## src/rtl/t06_move_scheduler.sv

```systemverilog
// rtl/t06_move_scheduler.sv - snake move tick scheduler with step/draw handshakes; speed-up feature under T06_SPEEDUP_EN
module t06_move_scheduler #(
    parameter int BASE_PERIOD = 1000000,
    parameter int PERIOD_DEC  = 62500,
    parameter int MIN_PERIOD  = 250000
) (
    input  logic       clk,
    input  logic       rst,
    input  logic [1:0] state,
    input  logic       apple_eaten,
    input  logic       step_done,
    input  logic       draw_done,
    output logic       step_req,
    output logic       draw_req,
    output logic       busy,
    output logic [2:0] speed_lvl
);

    typedef enum logic [1:0] {
        S_IDLE      = 2'd0,
        S_WAIT_TICK = 2'd1,
        S_STEP      = 2'd2,
        S_DRAW      = 2'd3
    } fsm_t;

    localparam logic [1:0] GS_RUN   = 2'b00;
    localparam logic [1:0] GS_START = 2'b01;

    fsm_t        fsm_q, fsm_d;
    logic [23:0] cnt_q, cnt_d;
    logic [23:0] period_q, period_d;
    logic [23:0] period_calc;
    logic [2:0]  speed_q, speed_d;
    logic        step_req_q, step_req_d;
    logic        draw_req_q, draw_req_d;
    logic        busy_q, busy_d;

`ifdef T06_SPEEDUP_EN
    logic [31:0] dec;

    // Period for the current speed level, clamped at MIN_PERIOD without ever subtracting past it
    always_comb begin
        dec = 32'(speed_q) * 32'(PERIOD_DEC);
        if (dec >= 32'(BASE_PERIOD - MIN_PERIOD)) begin
            period_calc = 24'(MIN_PERIOD);
        end else begin
            period_calc = 24'(32'(BASE_PERIOD) - dec);
        end
    end

    // Speed level: new game clears it (wins over apple), apples bump it up to 7
    always_comb begin
        speed_d = speed_q;
        if (state == GS_START) begin
            speed_d = 3'd0;
        end else if (apple_eaten && (speed_q != 3'd7)) begin
            speed_d = speed_q + 3'd1;
        end
    end
`else
    logic unused_apple;
    assign unused_apple = apple_eaten;
    assign period_calc  = 24'(BASE_PERIOD);
    assign speed_d      = 3'd0;
`endif

    // Next-state logic: tick counting, handshakes, and period latch on each WAIT_TICK entry
    always_comb begin
        fsm_d    = fsm_q;
        cnt_d    = cnt_q;
        period_d = period_q;
        case (fsm_q)
            S_IDLE: begin
                cnt_d = 24'd0;
                if (state == GS_RUN) begin
                    fsm_d    = S_WAIT_TICK;
                    period_d = period_calc;
                end
            end
            S_WAIT_TICK: begin
                if (state != GS_RUN) begin
                    fsm_d = S_IDLE;
                    cnt_d = 24'd0;
                end else if (cnt_q == period_q - 24'd1) begin
                    fsm_d = S_STEP;
                    cnt_d = 24'd0;
                end else begin
                    cnt_d = cnt_q + 24'd1;
                end
            end
            S_STEP: begin
                if (step_done) begin
                    fsm_d = S_DRAW;
                end
            end
            S_DRAW: begin
                if (draw_done) begin
                    if (state == GS_RUN) begin
                        fsm_d    = S_WAIT_TICK;
                        period_d = period_calc;
                    end else begin
                        fsm_d = S_IDLE;
                    end
                end
            end
            default: fsm_d = S_IDLE;
        endcase
        step_req_d = (fsm_d == S_STEP);
        draw_req_d = (fsm_d == S_DRAW);
        busy_d     = (fsm_d == S_STEP) || (fsm_d == S_DRAW);
    end

    // State and registered Moore outputs; reset aborts any handshake in flight
    always_ff @(posedge clk) begin
        if (rst) begin
            fsm_q      <= S_IDLE;
            cnt_q      <= 24'd0;
            period_q   <= 24'(BASE_PERIOD);
            speed_q    <= 3'd0;
            step_req_q <= 1'b0;
            draw_req_q <= 1'b0;
            busy_q     <= 1'b0;
        end else begin
            fsm_q      <= fsm_d;
            cnt_q      <= cnt_d;
            period_q   <= period_d;
            speed_q    <= speed_d;
            step_req_q <= step_req_d;
            draw_req_q <= draw_req_d;
            busy_q     <= busy_d;
        end
    end

    assign step_req  = step_req_q;
    assign draw_req  = draw_req_q;
    assign busy      = busy_q;
    assign speed_lvl = speed_q;

endmodule

```

## config.mk

```make
export PLATFORM = sky130hd
export DESIGN_NAME = t06_move_scheduler
export DESIGN_NICKNAME = d
export VERILOG_FILES = /design/src/rtl/t06_move_scheduler.sv
export SDC_FILE = /design/constraint.sdc
export NUM_CORES = 1
export LEC_CHECK = 0
export BUFFER_PORTS_ARGS = -buffer_cell sky130_fd_sc_hd__clkbuf_2
export CAP_MARGIN = 20
export CORE_ASPECT_RATIO = 0.5
export CORE_MARGIN = 8
export CORE_UTILIZATION = 50
export CTS_CLUSTER_DIAMETER = 100
export DETAILED_ROUTE_END_ITERATION = 8
export GPL_TIMING_DRIVEN = 0
export PLACE_DENSITY = 0.75
export SYNTH_ARGS = -nofsm -noshare
export SYNTH_HDL_FRONTEND = slang
export SYNTH_SLANG_ARGS = --single-unit
```

## constraint.sdc

```tcl
create_clock -name clk -period 5.16 [get_ports clk]
set_clock_uncertainty 0.05 [all_clocks]
set_input_delay 0.516 -clock clk [delete_from_list [all_inputs] [get_ports clk]]
set_output_delay 0.516 -clock clk [all_outputs]
set_load 0.01 [all_outputs]
```

==> flow_results.xml, run 1 <==
<?xml version="1.0" encoding="UTF-8"?>
<metrics>
  <group name="cts">
    <metric name="ctsHoldBuffers" unit="">0</metric>
    <metric name="ctsRootBufferMaster" unit="">sky130_fd_sc_hd__clkbuf_8</metric>
    <metric name="tritoncts" unit="">built</metric>
    <metric name="cts_max_path_buffers" unit="">2</metric>
    <metric name="cts.htree.levels" unit="">1</metric>
    <metric name="cts_buffers" unit="">3</metric>
    <metric name="clock-sinks" unit="">28</metric>
    <metric name="path_clk_slew" unit="ps">110</metric>
    <metric name="worstSkewPairLatency" unit="ps">280</metric>
    <metric name="cts-resized-gates" unit="">0</metric>
    <metric name="cts_setup_buffers" unit="">0</metric>
  </group>
  <group name="yosys">
    <metric name="synth_compound_gate_area_share" unit="%">17.76</metric>
    <metric name="synth_cell_types" unit="">40</metric>
    <metric name="post_synth_edffs" unit="">0</metric>
    <metric name="muxShareOfSynthArea" unit="%">0.6020</metric>
    <metric name="syn_avg_cell_area" unit="µm²">7.918</metric>
    <metric name="synth_top_family_by_area" unit="">simple AND/OR/NAND/NOR gates</metric>
    <metric name="synth-simple-area-share" unit="%">40.71</metric>
    <metric name="synthesized_instance_count" unit="">210</metric>
    <metric name="post_synth_xor_area_fraction" unit="%">0</metric>
    <metric name="adder_and_majority_gate_portion_of_the_synthesized_area" unit="%">0.7524</metric>
    <metric name="ys.flop_type" unit="">sky130_fd_sc_hd__dfxtp_1</metric>
    <metric name="synth-seq-cells" unit="">28</metric>
    <metric name="synth-async-reset-ratio" unit="%">0</metric>
    <metric name="post_synth_instance_area" unit="µm²">1663</metric>
    <metric name="synth_sequential_area_ratio" unit="%">33.71</metric>
    <metric name="yosys_warnings" unit="">0</metric>
  </group>
  <group name="timing">
    <metric name="grt_setup_unrepaired" unit="">false</metric>
    <metric name="fin_tns_setup" unit="ps">0</metric>
    <metric name="report.final.hold_viol_count" unit="">0</metric>
    <metric name="final.min_clock_period" unit="ps">2719</metric>
    <metric name="finalSetupViolations" unit="">0</metric>
    <metric name="fin_worst_hold_slack" unit="ps">465.1</metric>
    <metric name="worst-slew-pin-transition" unit="ps">672.2</metric>
    <metric name="slew_headroom" unit="%">55.07</metric>
    <metric name="fmaxAchievable" unit="GHz">0.3678</metric>
    <metric name="final_number_of_max_transition_violations" unit="">0</metric>
    <metric name="final_critical_path_setup_slack" unit="ps">2441</metric>
    <metric name="period_share" unit="%">52.69</metric>
  </group>
  <group name="power_and_ir_drop">
    <metric name="power" unit="µW">415.6</metric>
    <metric name="cellLeakagePower" unit="nW">0.5542</metric>
    <metric name="irDropWorstVdd" unit="V">0.0001087</metric>
    <metric name="cellPowerDensity" unit="nW/µm²">226.9</metric>
  </group>
  <group name="routing">
    <metric name="drt_iter0_drc" unit="">214</metric>
    <metric name="remaining_drc_errors" unit="">0</metric>
    <metric name="avgViaCountPerCell" unit="">6.864</metric>
    <metric name="detailedRoute.firstPassIterationCount" unit="">6</metric>
    <metric name="wl_per_cell" unit="µm">17.66</metric>
    <metric name="post_detailed_route_count_of_antenna_violating_nets" unit="">0</metric>
    <metric name="drt_wl_total" unit="µm">4663</metric>
    <metric name="dr_total_vias" unit="">1812</metric>
  </group>
  <group name="setup_path">
    <metric name="timing.critical_path.required" unit="ps">5280</metric>
    <metric name="cp-endpoint" unit="">cnt_q[3]</metric>
    <metric name="r2r_start" unit="">cnt_q[13]</metric>
    <metric name="r2r_end" unit="">cnt_q[3]</metric>
    <metric name="critical_path.startpoint_type" unit="">flop</metric>
    <metric name="worstRegToRegCells" unit="">7</metric>
    <metric name="timing.critical_path.from" unit="">cnt_q[13]</metric>
    <metric name="r2r_setup_slack" unit="ps">2440</metric>
    <metric name="critical_path_class" unit="">reg2reg</metric>
    <metric name="critical_path_capture_point_type" unit="">flop</metric>
    <metric name="timing.critical_path.arrival" unit="ps">2840</metric>
    <metric name="worst_path_maximum_fanout" unit="">10</metric>
  </group>
  <group name="final_layout">
    <metric name="mostFrequentLayoutCells" unit="">sky130_fd_sc_hd__nand2_1, sky130_fd_sc_hd__dfxtp_1, sky130_fd_sc_hd__nand4_1</metric>
    <metric name="n_antenna_cell" unit="">0</metric>
    <metric name="layout_nets" unit="">233</metric>
    <metric name="final_cell_count_no_fill" unit="">264</metric>
    <metric name="fin_area" unit="µm²">1832</metric>
    <metric name="areaGrowthSynthToFinish" unit="%">10.16</metric>
    <metric name="layout_cell_share_with_drive_strength_beyond_1" unit="%">9.821</metric>
    <metric name="utilization" unit="%">59.42</metric>
    <metric name="layout_commonest_cell" unit="">sky130_fd_sc_hd__nand2_1</metric>
  </group>
  <group name="place">
    <metric name="hpwlAfterDp" unit="µm">3325</metric>
    <metric name="dp_slack" unit="ps">2522</metric>
    <metric name="portBuffers" unit="">8</metric>
    <metric name="place_congestion" unit="">0.9536</metric>
    <metric name="placedCellCount" unit="">260</metric>
    <metric name="placement.cell_area" unit="µm²">1760</metric>
  </group>
  <group name="floorplan">
    <metric name="die_height" unit="µm">56.78</metric>
    <metric name="design.portCount" unit="">13</metric>
    <metric name="fp.dieW" unit="µm">97.56</metric>
    <metric name="core" unit="µm²">3083</metric>
    <metric name="design.die.area" unit="µm²">5539</metric>
    <metric name="initial_core_util" unit="%">53.94</metric>
    <metric name="fp-row-count" unit="">14</metric>
  </group>
  <group name="global_routing">
    <metric name="grt_pass1_vias" unit="">1616</metric>
    <metric name="largest_net_degree_at_the_start_of_global_routing" unit="">17</metric>
    <metric name="number_of_antenna_violations_at_the_first_check_in_global_routing" unit="">0</metric>
    <metric name="grt_pass1_wl" unit="µm">7893</metric>
    <metric name="grt_usage" unit="%">16.65</metric>
    <metric name="global_route.overflow_total" unit="">0</metric>
  </group>
  <group name="run">
    <metric name="max_capacitance_violation_count" unit="">0</metric>
  </group>
  <group name="status">
    <metric name="outcome" unit="">completed</metric>
  </group>
  <group name="worst_hold_path">
    <metric name="holdCritPathClass" unit="">in2reg</metric>
  </group>
</metrics>
worst min-delay path by stage:
| stage | from | to | slack, ps | cells after the start |
|---|---|---|---|---|
| 6_report | step_done | draw_req | 470 | 3 |
| 5_1_grt | step_done | draw_req | 500 | 3 |
| 4_1_cts | cnt_q[22] | cnt_q[22] | 470 | 2 |
| 3_5_place_dp | cnt_q[22] | cnt_q[22] | 450 | 2 |
| 3_3_place_gp | cnt_q[22] | cnt_q[22] | 450 | 2 |
| 2_1_floorplan | cnt_q[22] | cnt_q[22] | 420 | 2 |
flip-flops by register name (all words and copies together), names as in the netlist:
signal    count
cnt_q        24
step_req      1
draw_req      1
fsm_q         2
area by class of cell:
cell class	instances	area, µm²
Buffer	19	92.59
Tap cell	40	50.05
Inverter	3	11.26
Fill cell	268	1251
Clock buffer	3	41.29
Sequential cell	28	560.5
Clock inverter	1	30.03
Multi-Input combinational cell	162	1006
Timing Repair Buffer	8	40.04
metal layers:
layer	vias up	routed length (µm)	global-route usage (%)
met3	6	484	5.610
li1	854	-	-
met5	-	0	0
met2	102	1987	25.59
met1	850	2174	22.16
met4	0	17	2.564
cells by family (layout without fill, tap and decap cells):
kind of cell | count (synthesis) | in the layout
AOI/OAI and AO/OA | 38 | 38
adders and majority gates | 1 | 1
buffers and inverters | 22 | 34
DFF | 28 | 28
muxes | 1 | 1
other | 1 | 3
and+or+nand+nor | 119 | 119
report_power, final:
group / switching (mW) / internal [mW]
sequential: 0.000359 / 0.216
clock: 0.0744 / 0.104
combinational: 0.0147 / 0.00571
cell usage after synthesis, types with 5 or more instances:
cell | count | area, µm²
sky130_fd_sc_hd__nor2_1 | 11 | 41.29
sky130_fd_sc_hd__nand4_1 | 23 | 143.9
sky130_fd_sc_hd__and3_1 | 8 | 50.05
sky130_fd_sc_hd__clkbuf_1 | 12 | 45.04
sky130_fd_sc_hd__nand2_1 | 29 | 108.9
sky130_fd_sc_hd__nor4b_1 | 7 | 61.31
sky130_fd_sc_hd__nor3_1 | 8 | 40.04
sky130_fd_sc_hd__nand3_1 | 10 | 50.05
sky130_fd_sc_hd__o211ai_1 | 11 | 82.58
sky130_fd_sc_hd__o21ai_0 | 5 | 25.02
sky130_fd_sc_hd__or4_1 | 10 | 75.07
sky130_fd_sc_hd__dfxtp_1 | 28 | 560.5
worst max-delay path: stages (launching register included):
cell	delay, ps
sky130_fd_sc_hd__dfxtp_1	310
sky130_fd_sc_hd__clkbuf_1	200
sky130_fd_sc_hd__or4b_1	520
sky130_fd_sc_hd__or4_4	480
sky130_fd_sc_hd__o31ai_4	470
sky130_fd_sc_hd__buf_6	210
sky130_fd_sc_hd__nor4b_1	60
sky130_fd_sc_hd__a311o_1	320
Note: power is estimated with default switching activity, not from simulation.
==> inputs of run 2 (changes only) <==
--- a/config.mk
+++ b/config.mk
@@ -13,7 +13,7 @@
 export CTS_CLUSTER_DIAMETER = 100
 export DETAILED_ROUTE_END_ITERATION = 8
 export GPL_TIMING_DRIVEN = 0
-export PLACE_DENSITY = 0.75
+export PLACE_DENSITY = 0.78
 export SYNTH_ARGS = -nofsm -noshare
 export SYNTH_HDL_FRONTEND = slang
 export SYNTH_SLANG_ARGS = --single-unit
==> constraint.sdc (replaced) <==
create_clock -name clk -period 2.3 [get_ports clk]
set_clock_uncertainty 0.05 [all_clocks]
set_input_delay 0.23 -clock clk [delete_from_list [all_inputs] [get_ports clk]]
set_output_delay 0.23 -clock clk [all_outputs]
set_load 0.01 [all_outputs]
==> flow_results.xml, run 2 (synthesis gave the netlist of run 1 again) <==
<?xml version="1.0" encoding="UTF-8"?>
<metrics>
  <group name="power_and_ir_drop">
    <metric name="seqPwrFrac" unit="%">57.0</metric>
    <metric name="clock_power_share" unit="%">36.8</metric>
    <metric name="cellPowerDensity" unit="nW/µm²">433.7</metric>
    <metric name="swShare" unit="%">23.15</metric>
    <metric name="p_comb_share" unit="%">6.2</metric>
    <metric name="net-switching-power" unit="µW">197.0</metric>
    <metric name="cell_internal_pwr" unit="µW">653.9</metric>
    <metric name="irDropWorstVdd" unit="V">0.0002062</metric>
    <metric name="cellLeakagePower" unit="nW">0.5969</metric>
    <metric name="power" unit="µW">850.9</metric>
  </group>
  <group name="routing">
    <metric name="remaining_drc_errors" unit="">0</metric>
    <metric name="dr_total_vias" unit="">1864</metric>
    <metric name="drt_wl_total" unit="µm">5165</metric>
    <metric name="avgViaCountPerCell" unit="">6.929</metric>
    <metric name="post_detailed_route_count_of_antenna_violating_nets" unit="">0</metric>
    <metric name="drt_iter0_drc" unit="">305</metric>
    <metric name="wl_per_cell" unit="µm">19.20</metric>
    <metric name="detailedRoute.firstPassIterationCount" unit="">5</metric>
  </group>
  <group name="timing">
    <metric name="final.min_clock_period" unit="ps">2422</metric>
    <metric name="report.final.hold_viol_count" unit="">0</metric>
    <metric name="final_critical_path_setup_slack" unit="ps">-122.4</metric>
    <metric name="slew_headroom" unit="%">60.55</metric>
    <metric name="finalSetupViolations" unit="">19</metric>
    <metric name="final_number_of_max_transition_violations" unit="">0</metric>
    <metric name="fmaxAchievable" unit="GHz">0.4128</metric>
    <metric name="fin_worst_hold_slack" unit="ps">204.6</metric>
    <metric name="grt_setup_unrepaired" unit="">true</metric>
    <metric name="period_share" unit="%">105.3</metric>
    <metric name="worst-slew-pin-transition" unit="ps">591.7</metric>
  </group>
  <group name="cts">
    <metric name="worstSkewPairLatency" unit="ps">280</metric>
    <metric name="ctsRootBufferMaster" unit="">sky130_fd_sc_hd__clkbuf_8</metric>
    <metric name="ctsHoldBuffers" unit="">0</metric>
    <metric name="cts.htree.levels" unit="">1</metric>
    <metric name="clock-sinks" unit="">28</metric>
    <metric name="path_clk_slew" unit="ps">100</metric>
    <metric name="tritoncts" unit="">built</metric>
    <metric name="cts_max_path_buffers" unit="">2</metric>
    <metric name="cts_buffers" unit="">3</metric>
  </group>
  <group name="final_layout">
    <metric name="n_antenna_cell" unit="">0</metric>
    <metric name="layout_commonest_cell" unit="">sky130_fd_sc_hd__nand2_1</metric>
    <metric name="utilization" unit="%">63.64</metric>
    <metric name="layout_nets" unit="">238</metric>
    <metric name="top_regs" unit="">cnt_q: 24 flops, fsm_q: 2 flops</metric>
    <metric name="fillers" unit="">263</metric>
    <metric name="flip_flop_count_of_the_largest_register_after_layout" unit="">24</metric>
    <metric name="fin_area" unit="µm²">1962</metric>
    <metric name="layout_cell_share_with_drive_strength_beyond_1" unit="%">19.65</metric>
    <metric name="areaGrowthSynthToFinish" unit="%">17.98</metric>
    <metric name="mostFrequentLayoutCells" unit="">sky130_fd_sc_hd__nand2_1, sky130_fd_sc_hd__nand4_1, sky130_fd_sc_hd__dfxtp_1</metric>
    <metric name="regMostFlops" unit="">cnt_q</metric>
  </group>
  <group name="global_routing">
    <metric name="grt_pass1_wl" unit="µm">8211</metric>
    <metric name="largest_net_degree_at_the_start_of_global_routing" unit="">16</metric>
    <metric name="grt_pass1_vias" unit="">1730</metric>
    <metric name="number_of_antenna_violations_at_the_first_check_in_global_routing" unit="">0</metric>
    <metric name="global_route.overflow_total" unit="">0</metric>
    <metric name="grt_usage" unit="%">17.77</metric>
  </group>
  <group name="status">
    <metric name="outcome" unit="">finished with violations</metric>
    <metric name="violations_in_the_final_reports" unit="">setup timing</metric>
  </group>
  <group name="place">
    <metric name="portBuffers" unit="">8</metric>
    <metric name="placement.cell_area" unit="µm²">1762</metric>
    <metric name="dp_slack" unit="ps">-331.8</metric>
    <metric name="hpwlAfterDp" unit="µm">3401</metric>
    <metric name="place_congestion" unit="">0.9085</metric>
  </group>
  <group name="setup_path">
    <metric name="critical_path_capture_point_type" unit="">flop</metric>
    <metric name="max_stage_delay" unit="ps">530</metric>
    <metric name="critical_path.n_buffers_inverters" unit="">1</metric>
    <metric name="timing.critical_path.required" unit="ps">2420</metric>
    <metric name="timing.critical_path.arrival" unit="ps">2550</metric>
    <metric name="crit_path_cell_chain" unit="">or4b_4, or4_4, o31ai_4, buf_6, nor4b_2, a311o_1</metric>
    <metric name="critical_path_class" unit="">reg2reg</metric>
    <metric name="path_delay_family" unit="">simple AND/OR/NAND/NOR gates</metric>
    <metric name="worst_path_maximum_fanout" unit="">5</metric>
    <metric name="critical_path.startpoint_type" unit="">flop</metric>
    <metric name="timing.critical_path.slowest_stage_cell" unit="">sky130_fd_sc_hd__or4_4</metric>
  </group>
  <group name="floorplan">
    <metric name="initial_core_util" unit="%">53.94</metric>
    <metric name="design.die.area" unit="µm²">5539</metric>
    <metric name="fp.dieW" unit="µm">97.56</metric>
    <metric name="fp-row-count" unit="">14</metric>
    <metric name="design.portCount" unit="">13</metric>
    <metric name="die_height" unit="µm">56.78</metric>
    <metric name="core" unit="µm²">3083</metric>
  </group>
  <group name="run">
    <metric name="max_capacitance_violation_count" unit="">0</metric>
  </group>
  <group name="worst_hold_path">
    <metric name="holdCritPathClass" unit="">in2reg</metric>
  </group>
</metrics>
run 2: cell count changes in the layout (fill, tap and decap cells not counted), sizes merged:
cell,change
bufinv,-1
buf,+5
clkbuf,+1
run 2: final timing paths:
kind,startpoint,to,slack [ps],depth (start not counted)
setup / recovery,cnt_q[11],cnt_q[16],-120,6
setup reg to reg,cnt_q[11],cnt_q[16],-120,6
hold reg to reg,cnt_q[8],cnt_q[8],480,2
hold / removal,step_done,draw_req,200,3
run 2: what timing repair did:
| item | CTS | global route |
|---|---|---|
| pin swaps | 19 | 6 |
| gates resized for setup | 27 | 8 |
| gates cloned | 3 | 0 |
| setup buffers | 4 | 0 |
| endpoints found under the setup margin | 24 | 24 |
run 2: final cells by class:
| cell class | count | area, µm² | area share, % |
|---|---|---|---|
| Sequential cell | 28 | 569.3 | 29.02 |
| Clock buffer | 4 | 55.05 | 2.806 |
| Buffer | 18 | 115.1 | 5.867 |
| Multi-Input combinational cell | 162 | 1070 | 54.53 |
| Tap cell | 40 | 50.05 | 2.551 |
| Inverter | 3 | 11.26 | 0.5740 |
| Timing Repair Buffer | 14 | 91.34 | 4.656 |
run 2: tightest hold or removal path, stage by stage:
cell	delay (ps)
sky130_fd_sc_hd__clkbuf_2	80
sky130_fd_sc_hd__o32ai_1	90
sky130_fd_sc_hd__nor2_1	110
run 2: layer usage:
layer,vias up,GRT usage (%),share of wire (%),routed length [µm]
li1,848,-,-,-
met1,860,22.05,44,2264
met2,136,27.97,43,2230
met3,20,5.732,11,549
met4,0,6.624,2.3,121
met5,-,0,0,0
run 2: power groups by stage:
stage                     Sequential (mW)  Combinational (mW)  Clock (mW)
after CTS                           0.485              0.0503       0.315
after global placement              0.497              0.0436           0
after global routing                0.485              0.0555       0.329
final                               0.485              0.0529       0.313
after detailed placement            0.497              0.0444           0
after floorplan                     0.497              0.0274           0
run 2: metrics by stage:
stage,std cells,TNS [ps]
6_report,269,-954.4
5_1_grt,269,-2193
4_1_cts,270,-1179
3_5_place_dp,260,-6452
3_3_place_gp,260,-5205
2_1_floorplan,212,-5.850
==> inputs of run 3 (changes only) <==
--- a/config.mk
+++ b/config.mk
@@ -5,6 +5,7 @@
 export SDC_FILE = /design/constraint.sdc
 export NUM_CORES = 1
 export LEC_CHECK = 0
+export ABC_CLOCK_PERIOD_IN_PS = 2300
 export BUFFER_PORTS_ARGS = -buffer_cell sky130_fd_sc_hd__clkbuf_2
 export CAP_MARGIN = 20
 export CORE_ASPECT_RATIO = 0.5
@@ -13,7 +14,7 @@
 export CTS_CLUSTER_DIAMETER = 100
 export DETAILED_ROUTE_END_ITERATION = 8
 export GPL_TIMING_DRIVEN = 0
-export PLACE_DENSITY = 0.78
+export PLACE_DENSITY_LB_ADDON = 0.05
 export SYNTH_ARGS = -nofsm -noshare
 export SYNTH_HDL_FRONTEND = slang
 export SYNTH_SLANG_ARGS = --single-unit
==> flow_results.xml, run 3 (synthesis gave the netlist of run 1 again) <==
<?xml version="1.0" encoding="UTF-8"?>
<metrics>
  <group name="status">
    <metric name="outcome" unit="">finished with violations</metric>
    <metric name="violations_in_the_final_reports" unit="">setup timing</metric>
  </group>
  <group name="setup_path">
    <metric name="max_stage_delay" unit="ps">540</metric>
    <metric name="worst_path_maximum_fanout" unit="">8</metric>
    <metric name="critical_path_capture_point_type" unit="">flop</metric>
    <metric name="critical_path.startpoint_type" unit="">flop</metric>
    <metric name="timing.critical_path.slowest_stage_cell" unit="">sky130_fd_sc_hd__or4_4</metric>
    <metric name="critical_path_class" unit="">reg2reg</metric>
    <metric name="timing.critical_path.arrival" unit="ps">2560</metric>
    <metric name="path_delay_family" unit="">simple AND/OR/NAND/NOR gates</metric>
    <metric name="timing.critical_path.required" unit="ps">2420</metric>
    <metric name="crit_path_cell_chain" unit="">or4b_4, or4_4, o31ai_4, buf_6, nor4b_4, a311o_1</metric>
    <metric name="critical_path.n_buffers_inverters" unit="">1</metric>
  </group>
  <group name="routing">
    <metric name="drt_iter0_drc" unit="">186</metric>
    <metric name="drt_wl_total" unit="µm">5309</metric>
    <metric name="post_detailed_route_count_of_antenna_violating_nets" unit="">0</metric>
    <metric name="remaining_drc_errors" unit="">0</metric>
    <metric name="dr_total_vias" unit="">1894</metric>
    <metric name="detailedRoute.firstPassIterationCount" unit="">5</metric>
    <metric name="avgViaCountPerCell" unit="">7.015</metric>
    <metric name="wl_per_cell" unit="µm">19.66</metric>
  </group>
  <group name="place">
    <metric name="portBuffers" unit="">8</metric>
    <metric name="place_congestion" unit="">0.8851</metric>
    <metric name="hpwlAfterDp" unit="µm">3366</metric>
    <metric name="placement.cell_area" unit="µm²">1762</metric>
    <metric name="dp_slack" unit="ps">-324.8</metric>
  </group>
  <group name="final_layout">
    <metric name="layout_nets" unit="">239</metric>
    <metric name="regMostFlops" unit="">cnt_q</metric>
    <metric name="areaGrowthSynthToFinish" unit="%">22.87</metric>
    <metric name="layout_cell_share_with_drive_strength_beyond_1" unit="%">23.04</metric>
    <metric name="flip_flop_count_of_the_largest_register_after_layout" unit="">24</metric>
    <metric name="n_antenna_cell" unit="">0</metric>
    <metric name="mostFrequentLayoutCells" unit="">sky130_fd_sc_hd__nand2_1, sky130_fd_sc_hd__nand4_1, sky130_fd_sc_hd__dfxtp_1</metric>
    <metric name="fin_area" unit="µm²">2043</metric>
    <metric name="top_regs" unit="">cnt_q: 24 flops, fsm_q: 2 flops</metric>
    <metric name="layout_commonest_cell" unit="">sky130_fd_sc_hd__nand2_1</metric>
  </group>
  <group name="cts">
    <metric name="worstSkewPairLatency" unit="ps">290</metric>
    <metric name="ctsHoldBuffers" unit="">0</metric>
    <metric name="cts_max_path_buffers" unit="">2</metric>
    <metric name="tritoncts" unit="">built</metric>
    <metric name="ctsRootBufferMaster" unit="">sky130_fd_sc_hd__clkbuf_8</metric>
    <metric name="path_clk_slew" unit="ps">110</metric>
    <metric name="clock-sinks" unit="">28</metric>
    <metric name="cts_buffers" unit="">3</metric>
    <metric name="cts.htree.levels" unit="">1</metric>
  </group>
  <group name="power_and_ir_drop">
    <metric name="seqPwrFrac" unit="%">51.3</metric>
    <metric name="cell_internal_pwr" unit="µW">733.7</metric>
    <metric name="irDropWorstVdd" unit="V">0.0002603</metric>
    <metric name="net-switching-power" unit="µW">210.1</metric>
    <metric name="cellPowerDensity" unit="nW/µm²">462.0</metric>
    <metric name="clock_power_share" unit="%">42.9</metric>
    <metric name="p_comb_share" unit="%">5.8</metric>
    <metric name="cellLeakagePower" unit="nW">0.6176</metric>
    <metric name="swShare" unit="%">22.26</metric>
  </group>
  <group name="floorplan">
    <metric name="die_height" unit="µm">56.78</metric>
    <metric name="initial_core_util" unit="%">53.94</metric>
    <metric name="design.die.area" unit="µm²">5539</metric>
    <metric name="design.portCount" unit="">13</metric>
    <metric name="core" unit="µm²">3083</metric>
    <metric name="fp-row-count" unit="">14</metric>
    <metric name="fp.dieW" unit="µm">97.56</metric>
  </group>
  <group name="timing">
    <metric name="final_number_of_max_transition_violations" unit="">0</metric>
    <metric name="report.final.hold_viol_count" unit="">0</metric>
    <metric name="period_share" unit="%">106.0</metric>
    <metric name="worst-slew-pin-transition" unit="ps">904.2</metric>
    <metric name="final.min_clock_period" unit="ps">2438</metric>
    <metric name="slew_headroom" unit="%">39.16</metric>
    <metric name="grt_setup_unrepaired" unit="">true</metric>
    <metric name="fmaxAchievable" unit="GHz">0.4101</metric>
    <metric name="fin_tns_setup" unit="ps">-1131</metric>
    <metric name="final_critical_path_setup_slack" unit="ps">-138.3</metric>
    <metric name="finalSetupViolations" unit="">18</metric>
  </group>
  <group name="global_routing">
    <metric name="number_of_antenna_violations_at_the_first_check_in_global_routing" unit="">0</metric>
    <metric name="global_route.overflow_total" unit="">0</metric>
    <metric name="largest_net_degree_at_the_start_of_global_routing" unit="">17</metric>
    <metric name="grt_usage" unit="%">18.24</metric>
    <metric name="grt_pass1_wl" unit="µm">8404</metric>
    <metric name="grt_pass1_vias" unit="">1677</metric>
  </group>
  <group name="worst_hold_path">
    <metric name="holdCritPathClass" unit="">in2reg</metric>
  </group>
  <group name="run">
    <metric name="max_capacitance_violation_count" unit="">0</metric>
  </group>
</metrics>
[run 3: changes by cell type in the layout (fill, tap and decap cells not counted)]
cell	delta
sky130_fd_sc_hd__dfxtp_1	-2
sky130_fd_sc_hd__dfxtp_4	+1
sky130_fd_sc_hd__nor4b_2	+1
sky130_fd_sc_hd__nor4b_4	+2
sky130_fd_sc_hd__o2111ai_1	-1
sky130_fd_sc_hd__nor4b_1	-3
sky130_fd_sc_hd__o2111ai_2	+1
sky130_fd_sc_hd__clkbuf_1	-1
sky130_fd_sc_hd__bufinv_16	+1
sky130_fd_sc_hd__dfxtp_2	+1
sky130_fd_sc_hd__buf_4	+1
[run 3: through the flow]
stage | instances | util (%) | hold WS [ps] | power (mW)
final | 270 | 66.27 | 182.6 | 0.9439
after global routing | 270 | 66.27 | 189.4 | 0.9741
after CTS | 271 | 64.08 | 192.6 | 0.9398
after detailed placement | 260 | 57.14 | 458.1 | 0.5416
after global placement | 260 | 57.14 | 440.9 | 0.5423
after floorplan | 212 | - | 364.5 | 0.5246
[run 3: tightest hold or removal path, delay by kind of cell]
family / cells / cell delay, ps
buffers and inverters: 1 / 80
AO/OA/AOI/OAI: 1 / 80
AND/OR/NAND/NOR: 1 / 110
[run 3: path summary, 6_finish.rpt]
path,from,endpoint,slack [ps],depth (start not counted)
min,step_done,draw_req,180,3
min reg2reg,cnt_q[23],cnt_q[23],470,2
max,cnt_q[13],cnt_q[3],-140,6
max reg2reg,cnt_q[13],cnt_q[3],-140,6
[run 3: layout make-up]
cell class | instances | area [µm²]
Sequential cell | 28 | 574.3
Tap cell | 40 | 50.05
Timing Repair Buffer | 17 | 123.9
Multi-Input combinational cell | 162 | 1112
Inverter | 3 | 11.26
Clock inverter | 1 | 30.03
Buffer | 16 | 100.1
Clock buffer | 3 | 41.29
Fill cell | 265 | 1040
[run 3: power groups by stage]
stage          clock network [mW]  registers [mW]  logic (mW)
3_5_place_dp                    0           0.497      0.0442
3_3_place_gp                    0           0.497      0.0449
6_report                    0.405           0.484      0.0549
4_1_cts                     0.405           0.485      0.0499
5_1_grt                     0.432           0.484      0.0580
2_1_floorplan                   0           0.497      0.0274
[run 3: repair_timing]
item / CTS / global route
buffers inserted: 7 / 1
endpoints found under the setup margin: 24 / 25
cloned: 2 / 0
pin swaps: 13 / 16
endpoints found under the hold margin: 0 / 0
gates resized for setup: 28 / 15
[run 3: layer usage]
| layer | up-vias | part of all wire, % | GRT usage, % |
|---|---|---|---|
| met2 | 117 | 43 | 27.21 |
| met5 | - | 0 | 0 |
| met1 | 908 | 45 | 24.53 |
| met3 | 13 | 11 | 6.220 |
| met4 | 0 | 1.2 | 3.846 |
| li1 | 856 | - | - |
